==> src/rtl/cpu_pkg.sv <==
// Shared CPU definitions: opcodes, control FSM state encoding, ALU and next-PC select codes.
// Also defines the instruction-class flags produced by op_decode.
package cpu_pkg;

  localparam logic [5:0] OP_ADD  = 6'b000000;
  localparam logic [5:0] OP_SUB  = 6'b000001;
  localparam logic [5:0] OP_ADDI = 6'b000010;
  localparam logic [5:0] OP_OR   = 6'b010000;
  localparam logic [5:0] OP_AND  = 6'b010001;
  localparam logic [5:0] OP_ORI  = 6'b010010;
  localparam logic [5:0] OP_SLL  = 6'b011000;
  localparam logic [5:0] OP_SLT  = 6'b100110;
  localparam logic [5:0] OP_SW   = 6'b110000;
  localparam logic [5:0] OP_LW   = 6'b110001;
  localparam logic [5:0] OP_BEQ  = 6'b110100;
  localparam logic [5:0] OP_BNE  = 6'b110101;
  localparam logic [5:0] OP_J    = 6'b111000;
  localparam logic [5:0] OP_HALT = 6'b111111;

  // All eight 3-bit codes are taken by the working states, so HALT needs a fourth bit.
  typedef enum logic [3:0] {
    S_IF     = 4'b0000,
    S_ID     = 4'b0001,
    S_EXE_LS = 4'b0010,
    S_MEM    = 4'b0011,
    S_WB_L   = 4'b0100,
    S_EXE_B  = 4'b0101,
    S_EXE_A  = 4'b0110,
    S_WB_A   = 4'b0111,
    S_HALT   = 4'b1000
  } state_t;

  localparam logic [2:0] ALU_ADD = 3'b000;
  localparam logic [2:0] ALU_SUB = 3'b001;
  localparam logic [2:0] ALU_SLL = 3'b010;
  localparam logic [2:0] ALU_OR  = 3'b011;
  localparam logic [2:0] ALU_AND = 3'b100;
  localparam logic [2:0] ALU_SLT = 3'b110;

  localparam logic [1:0] PC_NEXT   = 2'b00;
  localparam logic [1:0] PC_BRANCH = 2'b01;
  localparam logic [1:0] PC_JUMP   = 2'b10;

  typedef struct packed {
    logic is_r;
    logic is_imm;
    logic is_branch;
    logic is_mem;
    logic is_jump;
    logic is_halt;
  } op_class_t;

  function automatic logic [2:0] alu_op_of(input logic [5:0] op);
    case (op)
      OP_SUB:        alu_op_of = ALU_SUB;
      OP_OR, OP_ORI: alu_op_of = ALU_OR;
      OP_AND:        alu_op_of = ALU_AND;
      OP_SLL:        alu_op_of = ALU_SLL;
      OP_SLT:        alu_op_of = ALU_SLT;
      default:       alu_op_of = ALU_ADD;
    endcase
  endfunction

endpackage

==> src/rtl/op_decode.sv <==
// Combinational opcode classifier; an opcode matching no class is treated as a nop.
module op_decode
  import cpu_pkg::*;
(
  input  logic [5:0] op,
  output op_class_t  cls
);

  always_comb begin
    cls = '0;
    case (op)
      OP_ADD, OP_SUB, OP_OR, OP_AND, OP_SLL, OP_SLT: cls.is_r      = 1'b1;
      OP_ADDI, OP_ORI:                               cls.is_imm    = 1'b1;
      OP_BEQ, OP_BNE:                                cls.is_branch = 1'b1;
      OP_SW, OP_LW:                                  cls.is_mem    = 1'b1;
      OP_J:                                          cls.is_jump   = 1'b1;
      OP_HALT:                                       cls.is_halt   = 1'b1;
      default:                                       cls           = '0;
    endcase
  end

endmodule

==> src/rtl/multicycle_ctrl.sv <==
// Multi-cycle CPU control FSM: sequences IF/ID/EXE/MEM/WB per instruction, drives all datapath
// enables and selects, and counts retired instructions (one per PCWre pulse).
module multicycle_ctrl
  import cpu_pkg::*;
#(
  parameter int CNT_W = 16
) (
  input  logic             CLK,
  input  logic             Reset,
  input  logic [5:0]       opcode,
  input  logic             zero,
  output logic             PCWre,
  output logic [1:0]       PCSrc,
  output logic             IRWre,
  output logic             RegWre,
  output logic             RegDst,
  output logic             ALUSrcA,
  output logic             ALUSrcB,
  output logic [2:0]       ALUOp,
  output logic             ExtSel,
  output logic             mRD,
  output logic             mWR,
  output logic             DBDataSrc,
  output logic             halted,
  output logic [CNT_W-1:0] inst_count
);

  state_t     state_q, state_d;
  logic [5:0] op_q;
  logic [5:0] dec_op;
  op_class_t  cls;
  logic       taken;

  // In ID the latched opcode is not yet available, so decode straight from the IR field.
  assign dec_op = (state_q == S_ID) ? opcode : op_q;

  op_decode u_op_decode (
    .op  (dec_op),
    .cls (cls)
  );

  assign taken = ((op_q == OP_BEQ) & zero) | ((op_q == OP_BNE) & ~zero);

  always_ff @(posedge CLK) begin
    if (Reset) begin
      state_q    <= S_IF;
      op_q       <= '0;
      inst_count <= '0;
    end else begin
      state_q <= state_d;
      if (state_q == S_ID) op_q <= opcode;
      if (PCWre) inst_count <= inst_count + CNT_W'(1);
    end
  end

  always_comb begin
    state_d   = state_q;
    PCWre     = 1'b0;
    PCSrc     = PC_NEXT;
    IRWre     = 1'b0;
    RegWre    = 1'b0;
    RegDst    = 1'b0;
    ALUSrcA   = 1'b0;
    ALUSrcB   = 1'b0;
    ALUOp     = ALU_ADD;
    ExtSel    = 1'b0;
    mRD       = 1'b0;
    mWR       = 1'b0;
    DBDataSrc = 1'b0;
    halted    = 1'b0;

    case (state_q)
      S_IF: begin
        IRWre   = 1'b1;
        state_d = S_ID;
      end

      S_ID: begin
        if (cls.is_jump) begin
          PCWre   = 1'b1;
          PCSrc   = PC_JUMP;
          state_d = S_IF;
        end else if (cls.is_halt) begin
          state_d = S_HALT;
        end else if (cls.is_branch) begin
          state_d = S_EXE_B;
        end else if (cls.is_mem) begin
          state_d = S_EXE_LS;
        end else if (cls.is_r | cls.is_imm) begin
          state_d = S_EXE_A;
        end else begin
          PCWre   = 1'b1;
          state_d = S_IF;
        end
      end

      // ALU controls stay up through WB_A so a datapath without an ALU output latch still sees a stable result.
      S_EXE_A, S_WB_A: begin
        ALUOp   = alu_op_of(op_q);
        ALUSrcA = (op_q == OP_SLL);
        ALUSrcB = cls.is_imm;
        ExtSel  = (op_q == OP_ADDI);
        if (state_q == S_EXE_A) begin
          state_d = S_WB_A;
        end else begin
          RegWre  = 1'b1;
          RegDst  = cls.is_r;
          PCWre   = 1'b1;
          state_d = S_IF;
        end
      end

      S_EXE_B: begin
        ALUOp   = ALU_SUB;
        ExtSel  = 1'b1;
        PCWre   = 1'b1;
        PCSrc   = taken ? PC_BRANCH : PC_NEXT;
        state_d = S_IF;
      end

      // Address computation is held through MEM and WB_L so the memory address is stable while mRD/mWR are up.
      S_EXE_LS, S_MEM, S_WB_L: begin
        ALUOp   = ALU_ADD;
        ALUSrcB = 1'b1;
        ExtSel  = 1'b1;
        if (state_q == S_EXE_LS) begin
          state_d = S_MEM;
        end else if (state_q == S_WB_L) begin
          RegWre    = 1'b1;
          DBDataSrc = 1'b1;
          mRD       = 1'b1;
          PCWre     = 1'b1;
          state_d   = S_IF;
        end else if (op_q == OP_LW) begin
          mRD     = 1'b1;
          state_d = S_WB_L;
        end else begin
          mWR     = (op_q == OP_SW);
          PCWre   = 1'b1;
          state_d = S_IF;
        end
      end

      S_HALT: begin
        halted  = 1'b1;
        state_d = S_HALT;
      end

      default: state_d = S_IF;
    endcase

    if (Reset) begin
      PCWre     = 1'b0;
      PCSrc     = PC_NEXT;
      IRWre     = 1'b0;
      RegWre    = 1'b0;
      RegDst    = 1'b0;
      ALUSrcA   = 1'b0;
      ALUSrcB   = 1'b0;
      ALUOp     = ALU_ADD;
      ExtSel    = 1'b0;
      mRD       = 1'b0;
      mWR       = 1'b0;
      DBDataSrc = 1'b0;
      halted    = 1'b0;
    end
  end

endmodule

==> config.mk <==
export PLATFORM = sky130hd
export DESIGN_NAME = multicycle_ctrl
export DESIGN_NICKNAME = d
export VERILOG_FILES = /design/src/rtl/cpu_pkg.sv /design/src/rtl/op_decode.sv /design/src/rtl/multicycle_ctrl.sv
export SDC_FILE = /design/constraint.sdc
export NUM_CORES = 1
export LEC_CHECK = 0
export ABC_CLOCK_PERIOD_IN_PS = 2700
export CAP_MARGIN = 20
export CORE_MARGIN = 2
export CORE_UTILIZATION = 25
export DETAILED_ROUTE_END_ITERATION = 6
export GPL_TIMING_DRIVEN = 0
export PLACE_DENSITY = 0.52
export SYNTH_ARGS = -nofsm -noshare
export SYNTH_HDL_FRONTEND = slang
export SYNTH_SLANG_ARGS = --single-unit
==> constraint.sdc <==
create_clock -name CLK -period 2.7 [get_ports CLK]
set_input_delay 0.405 -clock CLK [delete_from_list [all_inputs] [get_ports CLK]]
set_output_delay 0.405 -clock CLK [all_outputs]
set_load 0.05 [all_outputs]
Word-level counts from Yosys, hierarchy flattened
Cells that the tools add are included.
{"block": "word_totals", "ff_bits": 26, "inputBits": 9, "out_inout_bits": 32, "elab_cells": 115}
{"block": "op_classes", "n_addsub": 1, "eq_ne": 32, "muxes": 64, "bitwise": 5, "n_reduce_logical": 10}
{"cell": "$eq 6x6->1 const B", "n": 12}
{"cell": "$eq 6x5->1 const B", "n": 8}
{"cell": "$mux 1", "n": 43}
{"cell": "$mux 3", "n": 8}
{"cell": "$pmux 4 s5", "n": 1}
{"cell": "$add 16x1->16 const B", "n": 1}
{"cell": "$eq 4x3->1 const B", "n": 4}
{"cell": "$pmux 3 s5", "n": 1}
{"cell": "$eq 6x1->1 const B", "n": 2}
{"cell": "$eq 6x2->1 const B", "n": 2}
{"cell": "$reduce_or 2->1", "n": 5}
{"cell": "$eq 4x2->1 const B", "n": 2}
{"cell": "$mux 4", "n": 2}
{"cell": "$logic_not 6->1", "n": 1}
{"cell": "$mux 6", "n": 1}
{"cell": "$pmux 1 s2", "n": 3}
{"cell": "$pmux 3 s2", "n": 1}
{"cell": "$reduce_or 6->1", "n": 1}
{"cell": "$eq 4x1->1 const B", "n": 1}
{"cell": "$eq 4x4->1 const B", "n": 1}
{"cell": "$logic_not 4->1", "n": 1}
{"cell": "$mux 2", "n": 2}
{"cell": "$pmux 1 s4", "n": 1}
{"cell": "$pmux 2 s2", "n": 1}
{"cell": "other kinds (5)", "n": 7}

Depth between registers and ports, before layout
Gate-level depths: netlist (run 1).
{"block": "depth", "word_depth": 13, "mapped_depth": 8, "ltp_nobuf": 6}

Modules after synthesis
Synthesis (run 1) repeated with hierarchy kept, for this count alone.
{"block": "unflattened", "hier_cells": 209, "hier_area_um2": 1657.8}
{"module": "multicycle_ctrl", "n_inst": 1, "cells_each": 196, "area_per_inst_um2": 1565.3, "seq_area_each_um2": 520.5}
{"module": "op_decode", "n_inst": 1, "cells_each": 13, "area_per_inst_um2": 92.6, "seq_area_each_um2": 0.0}

Worst setup path before layout (run 1)
Ideal clock, no wire load.
{"block": "synth_timing", "path_kind": "flip-flop to output port", "from": "register state_q[1]", "to": "output port ALUSrcB", "arrival_time_ps": 2624, "t_required_ps": 2295, "path_slack_ps": -329, "stages_incl_launch_ff": 9, "path_buffers": 2, "path_cell_list": "dfxtp_1 buf_6 or4b_1 buf_2 nor4b_1 a31oi_1 o21ai_0 a21oi_1 nor3_1"}
{"block": "synth_via", "elab_chain_len": 7, "elab_cells_between_ends": 15, "classes_between": "eq/ne (8); mux (4); reduce/logical (3)"}
{"element": "start: declaration", "line_no": "multicycle_ctrl.sv:28", "text": "state_t state_q, state_d;"}
{"element": "start signal: assignment", "line_no": "multicycle_ctrl.sv:50", "text": "state_q <= state_d;"}
{"element": "$eq 4x1->1", "line_no": "multicycle_ctrl.sv:35", "text": "assign dec_op = (state_q == S_ID) ? opcode : op_q;"}
{"element": "$mux 6"}
{"element": "$eq 6x2->1 / $eq 6x5->1 (equally long branches)", "line_no": "op_decode.sv:11", "text": "case (op)"}
{"element": "$reduce_or 2->1", "line_no": "op_decode.sv:11"}
{"element": "$mux 1", "line_no": "op_decode.sv:11"}
{"element": "$pmux 1 s2 *", "line_no": "multicycle_ctrl.sv:72", "text": "case (state_q)"}
{"element": "$mux 1 *", "line_no": "multicycle_ctrl.sv:152", "text": "if (Reset) begin"}
{"element": "end: declaration", "line_no": "multicycle_ctrl.sv:18", "text": "output logic ALUSrcB,"}
Every way passes the cells marked *; elsewhere a longest branch is shown, timed or not.

Final worst setup path (run 1)
{"block": "layout_timing", "from": "input port opcode[1]", "to": "output port PCWre"}
{"block": "layout_via", "elab_chain_len": 12, "elab_cells_between_ends": 33, "classes_between": "eq/ne (13); mux (14); bitwise (1); reduce/logical (5)"}
{"element": "start: declaration", "line_no": "multicycle_ctrl.sv:10", "text": "input logic [5:0] opcode,"}
{"element": "$mux 6 *"}
{"element": "$eq 6x1->1 (tied with other cells)", "line_no": "op_decode.sv:11"}
{"element": "$reduce_or 6->1 / $reduce_or 2->1 (equally long branches)", "line_no": "op_decode.sv:11"}
{"element": "$mux 1", "line_no": "op_decode.sv:11"}
{"element": "$or 1x1->1", "line_no": "multicycle_ctrl.sv:89", "text": "end else if (cls.is_r | cls.is_imm) begin"}
{"element": "$mux 1", "line_no": "multicycle_ctrl.sv:89"}
{"element": "$mux 1", "line_no": "multicycle_ctrl.sv:87", "text": "end else if (cls.is_mem) begin"}
{"element": "$mux 1", "line_no": "multicycle_ctrl.sv:85", "text": "end else if (cls.is_branch) begin"}
{"element": "$mux 1", "line_no": "multicycle_ctrl.sv:83", "text": "end else if (cls.is_halt) begin"}
{"element": "$mux 1 *", "line_no": "multicycle_ctrl.sv:79", "text": "if (cls.is_jump) begin"}
{"element": "$pmux 1 s4 *", "line_no": "multicycle_ctrl.sv:72"}
{"element": "$mux 1 *", "line_no": "multicycle_ctrl.sv:152"}
{"element": "end: declaration", "line_no": "multicycle_ctrl.sv:12", "text": "output logic PCWre,"}
Marked as above.

==> impl_metrics.env, run 1 <==
export IMPL_status="finished, final reports clean"
export IMPL_cp_max_fo=8
export IMPL_vias=2121
export IMPL_maxCapViolations=0
export IMPL_synth_simple_gate_area_frac=0.384
export IMPL_area_growth_pct=36.9
export IMPL_grt_util_all_layers=0.139
export IMPL_synth_seq_cells=26
export IMPL_num_nets_final=321
export IMPL_power_frac_comb=0.432
export IMPL_yosys_top_cells_count="29 x nor2_1, 26 x dfxtp_1, 26 x nand2_1, 23 x a21oi_1, 19 x clkbuf_1"
export IMPL_routabilityCongestion=0.787
export IMPL_slew_headroom=0.610
export IMPL_yosysTopAreaCell="dfxtp_1"
export IMPL_synth_edf_count=0
export IMPL_power_density_nw_per_um2=441
export IMPL_clk_pin_slew_worst_paths_ps=90
export IMPL_fp_row_count=32
export IMPL_critPathCaptureType="output pin"
export IMPL_drive_above_1_share=0.204
export IMPL_clock_skew_ps=3.03
export IMPL_finalSetupViolCount=0
export IMPL_p_leak_uw=0.000958
export IMPL_drv_slew=0
export IMPL_ant_nets=0
export IMPL_intPower_uw=696
export IMPL_worst_pin_slew_ps=585
export IMPL_synthMuxAreaShare=0.0854
export IMPL_p_seq_frac=0.379
export IMPL_start_util=0.254
export IMPL_htree_levels=1
export IMPL_cts_tree="yes"
export IMPL_viasPerCell=5.16
export IMPL_peakVddDrop_mv=0.182
export IMPL_numCtsBuffers=3
export IMPL_cp_data_arrival_time_ps=2240
export IMPL_finalHoldViolations=0
export IMPL_grt_pass1_wl_mm=9.77
export IMPL_dieArea_um2=8460
export IMPL_ios=41
export IMPL_first_global_vias=2013
export IMPL_fin_crit_sh=0.980
export IMPL_root_buffer="clkbuf_8"
export IMPL_worst_hold_path_type="in2reg"
export IMPL_syn_num_nets=274
export IMPL_drt_pass1_iter_count=6
export IMPL_grt_ovfl_total=0
export IMPL_cts_max_path_buffers=2
export IMPL_dieWidth_um=92.0
export IMPL_synth_cells=264
export IMPL_setup_ws_ps=55.3
export IMPL_io_buffer_count=39
export IMPL_die_h_um=92.0
export IMPL_startpoint_type="primary input"
export IMPL_synth_top_area_frac=0.269
export IMPL_synth_most_common_cell="nor2_1"
export IMPL_rsz0062_at_grt="yes"
export IMPL_final_fill_count=811
export IMPL_p_sw_frac=0.404
export IMPL_antenna_cells=0
export IMPL_fmax_mhz=378
export IMPL_syn_area_um2=1930
export IMPL_critPathKind="in2out"
export IMPL_async_flop_share=0
export IMPL_placeableCoreArea_um2=7610
export IMPL_ys_seq_area_frac=0.269
export IMPL_grt_max_degree=14
export IMPL_drc=0
export IMPL_antenna_found_initial=0
export IMPL_synthTopCellsByArea="dfxtp_1 27%, mux2_2 7.0%, a21oi_1 6.0%"
export IMPL_placed_area_um2=2490
export IMPL_yosysWarnings=0
export IMPL_synth_compound_area_frac=0.185
export IMPL_post_route_min_period_ps=2640
export IMPL_synth_top_flop_cell="dfxtp_1"
export IMPL_place_ws_ps=-932
export IMPL_syn_area_per_cell_um2=7.33
export IMPL_synth_cell_types=48
export IMPL_synth_xor_area_frac=0.00906
export IMPL_cp_required_ps=2300
export IMPL_routedWlPerCell_um=14.2
export IMPL_postLayoutCellArea_um2=2650
export IMPL_clk_latency_ps=270
export IMPL_drt_iter0_drc=75
export IMPL_postCtsHoldBufs=0
export IMPL_synth_top_family_by_area="simple AND/OR/NAND/NOR gates"
export IMPL_cts_sinks=26
export IMPL_switching_power_uw=471
export IMPL_synthAdderAreaFrac=0.00647
export IMPL_fin_util=0.348
export IMPL_hpwl_mm=4.17
export IMPL_wl_mm=5.84
export IMPL_pwr_share_clk=0.189
path summary, 6_finish.rpt:
check,cells past startpoint,startpoint,end,slack [ps]
worst max-delay path,9,opcode[1],PCWre,60
worst min-delay path,3,opcode[4],op_q[4]$_SDFF_PP0_,460
worst max register to register,7,op_q[1]$_SDFF_PP0_,inst_count[14]$_SDFFE_PP0P_,440
worst min register to register,2,inst_count[3]$_SDFFE_PP0P_,inst_count[3]$_SDFFE_PP0P_,560
power groups by stage:
stage | clock [uW] | combinational [uW] | sequential (uW)
final | 221 | 504 | 443
after global placement | 0 | 458 | 439
after detailed placement | 0 | 459 | 440
after CTS | 236 | 485 | 431
after floorplan | 0 | 309 | 457
after global routing | 252 | 547 | 449
flip-flops by register name (all words and copies together) (netlist names):
register / count
inst_count: 16
op_q: 6
state_q: 4
through the flow:
| stage | std cells | total power [uW] | hold slack (ps) | setup TNS, ps |
|---|---|---|---|---|
| finish | 411 | 1170 | 462 | 0 |
| global route | 411 | 1250 | 463 | -155 |
| detailed placement | 405 | 899 | 545 | -3150 |
| global placement | 405 | 897 | 549 | -3030 |
| floorplan | 264 | 766 | 493 | 0 |
| CTS | 410 | 1150 | 562 | -106 |
logic make-up (layout without fill, tap and decap cells):
kind of cell             count (synthesis)  after routing
AO/OA/AOI/OAI                           57             57
adder cells (fa/ha/maj)                  1              1
AND/OR/NAND/NOR                        136            136
multiplexers                            15             15
XOR/XNOR                                 2              2
flip-flops                              26             26
buffers and inverters                   27             72
per-layer routing:
metal | global-route usage | share of wire | vias to the layer above | wire length [um]
met5 | 0 | 0 | - | 0
met4 | 0.0398 | 0.013 | 0 | 75
met3 | 0.0173 | 0.032 | 8 | 184
met2 | 0.217 | 0.45 | 40 | 2600
met1 | 0.201 | 0.51 | 1015 | 2980
li1 | - | - | 1058 | -
layout make-up:
cell class / count / area [um2] / area share
Timing Repair Buffer: 44 / 417 / 0.157
Inverter: 4 / 15.0 / 0.00567
Multi-Input combinational cell: 211 / 1400 / 0.530
Clock buffer: 3 / 41.3 / 0.0156
Tap cell: 102 / 128 / 0.0482
Sequential cell: 26 / 528 / 0.199
Buffer: 21 / 116 / 0.0439
cells in the final DEF (no fill, tap or decap), types with 2 or more instances in the layout:
| master | netlist | final |
|---|---|---|
| buf_4 | 0 | 5 |
| mux2_2 | 12 | 12 |
| mux2i_1 | 3 | 3 |
| nor2b_1 | 13 | 13 |
| nand2b_1 | 6 | 6 |
| nor3_1 | 9 | 5 |
| nor3_2 | 0 | 4 |
| nor4_1 | 5 | 2 |
| buf_6 | 2 | 4 |
| clkdlybuf4s50_1 | 0 | 20 |
| a2111oi_0 | 3 | 3 |
| a31oi_1 | 4 | 4 |
| clkbuf_1 | 19 | 10 |
| or3b_2 | 3 | 3 |
| dfxtp_2 | 0 | 3 |
| a211o_1 | 3 | 3 |
| nand4_1 | 7 | 7 |
| nand3_1 | 14 | 14 |
| and4_1 | 3 | 3 |
| nor4_2 | 0 | 3 |
| dfxtp_1 | 26 | 22 |
| inv_1 | 4 | 4 |
| dlygate4sd2_1 | 0 | 7 |
| o21ai_0 | 6 | 5 |
| nor4b_4 | 0 | 2 |
| a21oi_1 | 23 | 22 |
| clkdlybuf4s15_1 | 0 | 2 |
| nand3b_1 | 2 | 2 |
| clkbuf_2 | 0 | 9 |
| and3_1 | 3 | 3 |
| o221ai_1 | 2 | 2 |
| nand2_1 | 26 | 26 |
| o22ai_1 | 5 | 5 |
| dlymetal6s2s_1 | 0 | 3 |
| and2_1 | 4 | 3 |
| nand4b_1 | 3 | 3 |
| o21ai_1 | 1 | 2 |
| nor2_1 | 29 | 27 |
| clkbuf_8 | 0 | 4 |
worst max-delay path: stages:
cell           delay, ps
dlygate4sd2_1        310
or3b_2               520
a21oi_1              200
a21oi_2              100
o21ai_2              190
buf_6                150
and2_4               160
nor2_4                30
buf_6                170
what timing repair did:
action | 4_1_cts | 5_1_grt
cloned | 0 | 0
setup endpoints to repair | 12 | 11
pin swaps | 3 | 6
gates resized for setup | 51 | 33
buffers inserted | 2 | 3
Note: power is estimated with default switching activity, not from simulation.
==> inputs of run 2 (changes only) <==
--- a/config.mk
+++ b/config.mk
@@ -12,6 +12,7 @@
 export DETAILED_ROUTE_END_ITERATION = 6
 export GPL_TIMING_DRIVEN = 0
 export PLACE_DENSITY = 0.52
+export REMOVE_ABC_BUFFERS = 1
 export SYNTH_ARGS = -nofsm -noshare
 export SYNTH_HDL_FRONTEND = slang
 export SYNTH_SLANG_ARGS = --single-unit
==> run 2 against run 1 <==
Effect of this change: hold slack better by 55 ps; combinational power hardly changed; die area stayed put; clock skew hardly changed; fmax is 0.46% higher; first-iteration DRC count is 5.3% lower; clock power hardly changed; core utilization is 0.33 points higher.
==> impl_metrics.env, run 2 (synthesis gave the netlist of run 1 again) <==
export IMPL_drt_iter0_drc=71
export IMPL_routedWlPerCell_um=13.8
export IMPL_regMostFlops="inst_count"
export IMPL_area_growth_pct=38.2
export IMPL_die_h_um=92.0
export IMPL_placeableCoreArea_um2=7610
export IMPL_dieArea_um2=8460
export IMPL_setup_tns_ps=0
export IMPL_routabilityCongestion=0.806
export IMPL_critPathCaptureType="output pin"
export IMPL_postCtsHoldBufs=0
export IMPL_multi_input_area_um2=1370
export IMPL_postLayoutCellArea_um2=2670
export IMPL_dp_cells=384
export IMPL_antenna_cells=0
export IMPL_vias=2096
export IMPL_power_uw=1180
export IMPL_startpoint_type="register"
export IMPL_fp_row_count=32
export IMPL_worst_hold_path_type="reg2reg"
export IMPL_cts_tree="yes"
export IMPL_start_util=0.254
export IMPL_viasPerCell=5.10
export IMPL_fin_crit_sh=0.975
export IMPL_cts_sinks=26
export IMPL_finalHoldViolations=0
export IMPL_grt_util_all_layers=0.127
export IMPL_final_fill_count=816
export IMPL_cp_required_ps=2300
export IMPL_drive_above_1_share=0.210
export IMPL_antenna_found_initial=0
export IMPL_cp_max_fo=6
export IMPL_cts_max_path_buffers=2
export IMPL_wl_mm=5.66
export IMPL_numCtsBuffers=3
export IMPL_first_global_vias=1905
export IMPL_finalSetupViolCount=0
export IMPL_instances_no_fill=411
export IMPL_io_buffer_count=40
export IMPL_cp_data_arrival_time_ps=2230
export IMPL_final_cell_mix="27 x nor2_1, 26 x nand2_1, 23 x buf_4, 22 x a21oi_1, 22 x dfxtp_1"
export IMPL_largest_reg_flops=16
export IMPL_grt_max_degree=47
export IMPL_hpwl_mm=3.63
export IMPL_drt_pass1_iter_count=4
export IMPL_num_nets_final=321
export IMPL_drv_slew=0
export IMPL_p_leak_uw=0.00103
export IMPL_post_route_min_period_ps=2630
export IMPL_seqCellArea_um2=536
export IMPL_drc=0
export IMPL_maxCapViolations=0
export IMPL_layout_commonest_cell="nor2_1"
export IMPL_clk_latency_ps=270
export IMPL_fin_util=0.351
export IMPL_ant_nets=0
export IMPL_slew_headroom=0.492
export IMPL_root_buffer="clkbuf_8"
export IMPL_ios=41
export IMPL_power_density_nw_per_um2=441
export IMPL_htree_levels=1
export IMPL_dieWidth_um=92.0
export IMPL_status="finished, final reports clean"
export IMPL_critPathKind="reg2out"
export IMPL_peakVddDrop_mv=0.272
export IMPL_grt_pass1_wl_mm=9.05
export IMPL_rsz0062_at_grt="yes"
export IMPL_reg_largest_list="inst_count (16), op_q (6), state_q (4)"
export IMPL_worst_pin_slew_ps=762
export IMPL_placed_area_um2=2370
export IMPL_clk_pin_slew_worst_paths_ps=90
export IMPL_fmax_mhz=380
export IMPL_grt_ovfl_total=0
export IMPL_clock_skew_ps=2.75
==> run 2: critical path: stages, from the launching register on <==
cell             delay (ps)
dfxtp_4                 380
buf_4                   150
nand2b_1                200
or3b_2                  520
nor3_1                  170
clkdlybuf4s15_1         530
==> run 2: layer usage <==
layer	global-route usage	share of wire
met3	0.0263	0.043
met5	0	0
met4	0.0236	0.0037
met1	0.165	0.46
met2	0.218	0.50
==> run 2: power by group <==
group / internal, uW / leakage [uW] / switching, uW
registers: 407 / 0.000214 / 45.7
clock network: 100 / 0.0000216 / 124
logic: 206 / 0.000792 / 297
==> run 2: final cells by class <==
cell class	count	share of cell area
multi-input combinational	211	0.511
timing repair buffer	65	0.219
sequential	26	0.200
tap	102	0.0477
clock buffer	3	0.0154
inverter	4	0.00562
==> run 2: path summary, 6_finish.rpt <==
check | slack [ps] | cells past startpoint | start | endpoint
hold / removal | 520 | 1 | state_q[3]$_SDFF_PP0_ | state_q[0]$_SDFF_PP0_
setup reg to reg | 240 | 7 | state_q[2]$_SDFF_PP0_ | inst_count[6]$_SDFFE_PP0P_
setup / recovery | 70 | 5 | state_q[3]$_SDFF_PP0_ | ALUOp[1]
hold reg to reg | 520 | 1 | state_q[3]$_SDFF_PP0_ | state_q[0]$_SDFF_PP0_
==> run 2: per-stage QoR <==
stage	hold slack [ps]	setup WS [ps]
floorplan	474	-983
global placement	525	-2100
detailed placement	539	-1170
CTS	560	3.16
global route	531	-57.1
finish	516	67.5
==> run 2: what timing repair did <==
item / 4_1_cts / 5_1_grt
setup buffers: 6 / 18
endpoints found under the setup margin: 26 / 10
resized for setup: 45 / 24
pin swaps: 3 / 3
==> inputs of run 3 (changes only) <==
==> constraint.sdc (replaced) <==
create_clock -name CLK -period 2.7 [get_ports CLK]
set_input_delay 0.27 -clock CLK [delete_from_list [all_inputs] [get_ports CLK]]
set_output_delay 0.27 -clock CLK [all_outputs]
set_load 0.05 [all_outputs]
==> run 3 against run 2 <==
Effect of this change: the flow now finishes with violations (setup timing); via count shrank 2.9%; hold slack lost 110 ps; setup slack lost 93 ps; die area is the same; power shrank 4.1%; critical path type is now in2out.
==> impl_metrics.env, run 3 (synthesis gave the netlist of run 1 again) <==
export IMPL_status="finished with violations"
export IMPL_violations="setup timing"
export IMPL_dp_cells=384
export IMPL_finalHoldViolations=0
export IMPL_io_buffer_count=40
export IMPL_post_route_min_period_ps=2730
export IMPL_cpPeakStageDelay_ps=590
export IMPL_worst_hold_path_type="in2reg"
export IMPL_cp_data_arrival_time_ps=2460
export IMPL_layout_commonest_cell="clkdlybuf4s50_1"
export IMPL_slew_headroom=0.500
export IMPL_cp_max_fo=6
export IMPL_drt_pass1_iter_count=4
export IMPL_routabilityCongestion=0.806
export IMPL_dieArea_um2=8460
export IMPL_clock_skew_ps=5.69
export IMPL_fin_crit_sh=1.01
export IMPL_regMostFlops="inst_count"
export IMPL_cts_max_path_buffers=2
export IMPL_clk_latency_ps=270
export IMPL_p_leak_uw=0.000919
export IMPL_ant_nets=0
export IMPL_rsz0062_at_grt="yes"
export IMPL_routedWlPerCell_um=13.4
export IMPL_power_uw=1130
export IMPL_drive_above_1_share=0.174
export IMPL_final_fill_count=830
export IMPL_clk_pin_slew_worst_paths_ps=90
export IMPL_power_density_nw_per_um2=439
export IMPL_whs_ps=411
export IMPL_critPathBufInv=2
export IMPL_crit_cells=8
export IMPL_finalSetupViolCount=1
export IMPL_instances_no_fill=401
export IMPL_setup_ws_ps=-26.0
export IMPL_grt_pass1_wl_mm=9.04
export IMPL_die_h_um=92.0
export IMPL_viasPerCell=5.08
export IMPL_crit_family="buffers and inverters"
export IMPL_start_util=0.254
export IMPL_ios=41
export IMPL_worstPathCellList="clkdlybuf4s50_1 -> or3b_2 -> a21oi_1 -> a21oi_2 -> o21ai_4 -> and2_1 -> nor2_1 -> clkdlybuf4s15_2"
export IMPL_critPathKind="in2out"
export IMPL_drt_iter0_drc=111
export IMPL_fmax_mhz=367
export IMPL_drv_slew=0
export IMPL_root_buffer="clkbuf_8"
export IMPL_worst_pin_slew_ps=750
export IMPL_placeableCoreArea_um2=7610
export IMPL_ff2ff_path_depth=8
export IMPL_drc=0
export IMPL_numCtsBuffers=3
export IMPL_fp_row_count=32
export IMPL_grt_max_degree=47
export IMPL_reg_largest_list="inst_count (16), op_q (6), state_q (4)"
export IMPL_num_nets_final=311
export IMPL_grt_ovfl_total=0
export IMPL_cp_required_ps=2430
export IMPL_first_global_vias=1892
export IMPL_grt_util_all_layers=0.126
export IMPL_htree_levels=1
export IMPL_cts_sinks=26
export IMPL_final_cell_mix="29 x clkdlybuf4s50_1, 28 x nor2_1, 26 x nand2_1, 22 x a21oi_1, 22 x dfxtp_1"
export IMPL_maxCapViolations=0
export IMPL_largest_reg_flops=16
export IMPL_area_growth_pct=33.1
export IMPL_peakVddDrop_mv=0.267
export IMPL_antenna_found_initial=0
export IMPL_cts_tree="yes"
export IMPL_postCtsHoldBufs=0
export IMPL_wl_mm=5.37
export IMPL_startpoint_type="primary input"
export IMPL_cpMaxStageDelayCell="clkdlybuf4s50_1"
export IMPL_dieWidth_um=92.0
export IMPL_vias=2036
export IMPL_antenna_cells=0
export IMPL_hpwl_mm=3.63
export IMPL_setup_tns_ps=-26.0
export IMPL_critPathCaptureType="output pin"
export IMPL_min_path_cells=3
## run 3: final timing paths
| check | startpoint | to | slack [ps] |
|---|---|---|---|
| max | opcode[4] | PCWre | -30 |
| min reg2reg | state_q[3]$_SDFF_PP0_ | state_q[0]$_SDFF_PP0_ | 560 |
| min | opcode[3] | op_q[3]$_SDFF_PP0_ | 410 |
| max reg2reg | state_q[1]$_SDFF_PP0_ | inst_count[6]$_SDFFE_PP0P_ | 260 |
## run 3: area by class of cell
type | count | area (um2) | area share
multi-input cells | 211 | 1350 | 0.525
repair buffers | 55 | 504 | 0.196
clock buffers | 3 | 41.3 | 0.0160
flip-flops and latches | 26 | 536 | 0.208
inverters | 4 | 15.0 | 0.00583
well taps | 102 | 128 | 0.0496
## run 3: per-layer routing
metal,part of all wire,GRT usage
met1,0.47,0.165
met4,0.0039,0.0187
met2,0.48,0.219
met5,0,0
met3,0.045,0.0255
## run 3: where the power goes
group / internal, uW / switching [uW] / leakage, uW
clock: 100 / 125 / 0.0000216
sequential: 407 / 58.5 / 0.000214
combinational: 173 / 267 / 0.000684
## run 3: worst register-to-register path, stage by stage (launching register included)
cell and delay (ps):
dfxtp_4 420, nor4b_4 400, buf_4 230, a211oi_1 70, a21oi_2 250, o21ai_4 110, buf_4 180, a211oi_1 300
mux2_2 370
## run 3: metrics by stage
step	setup WS, ps	util	cell area (um2)
after floorplan	-848	-	1830
after global placement	-1960	0.310	2360
after detailed placement	-1030	0.311	2370
after CTS	-208	0.328	2500
after global routing	-151	0.338	2570
final	-26.0	0.338	2570
## run 3: repair_timing
item / 4_1_cts / 5_1_grt
buffers inserted: 7 / 7
pin swaps: 3 / 4
setup endpoints to repair: 25 / 7
cloned: 0 / 0
resized for setup: 28 / 15
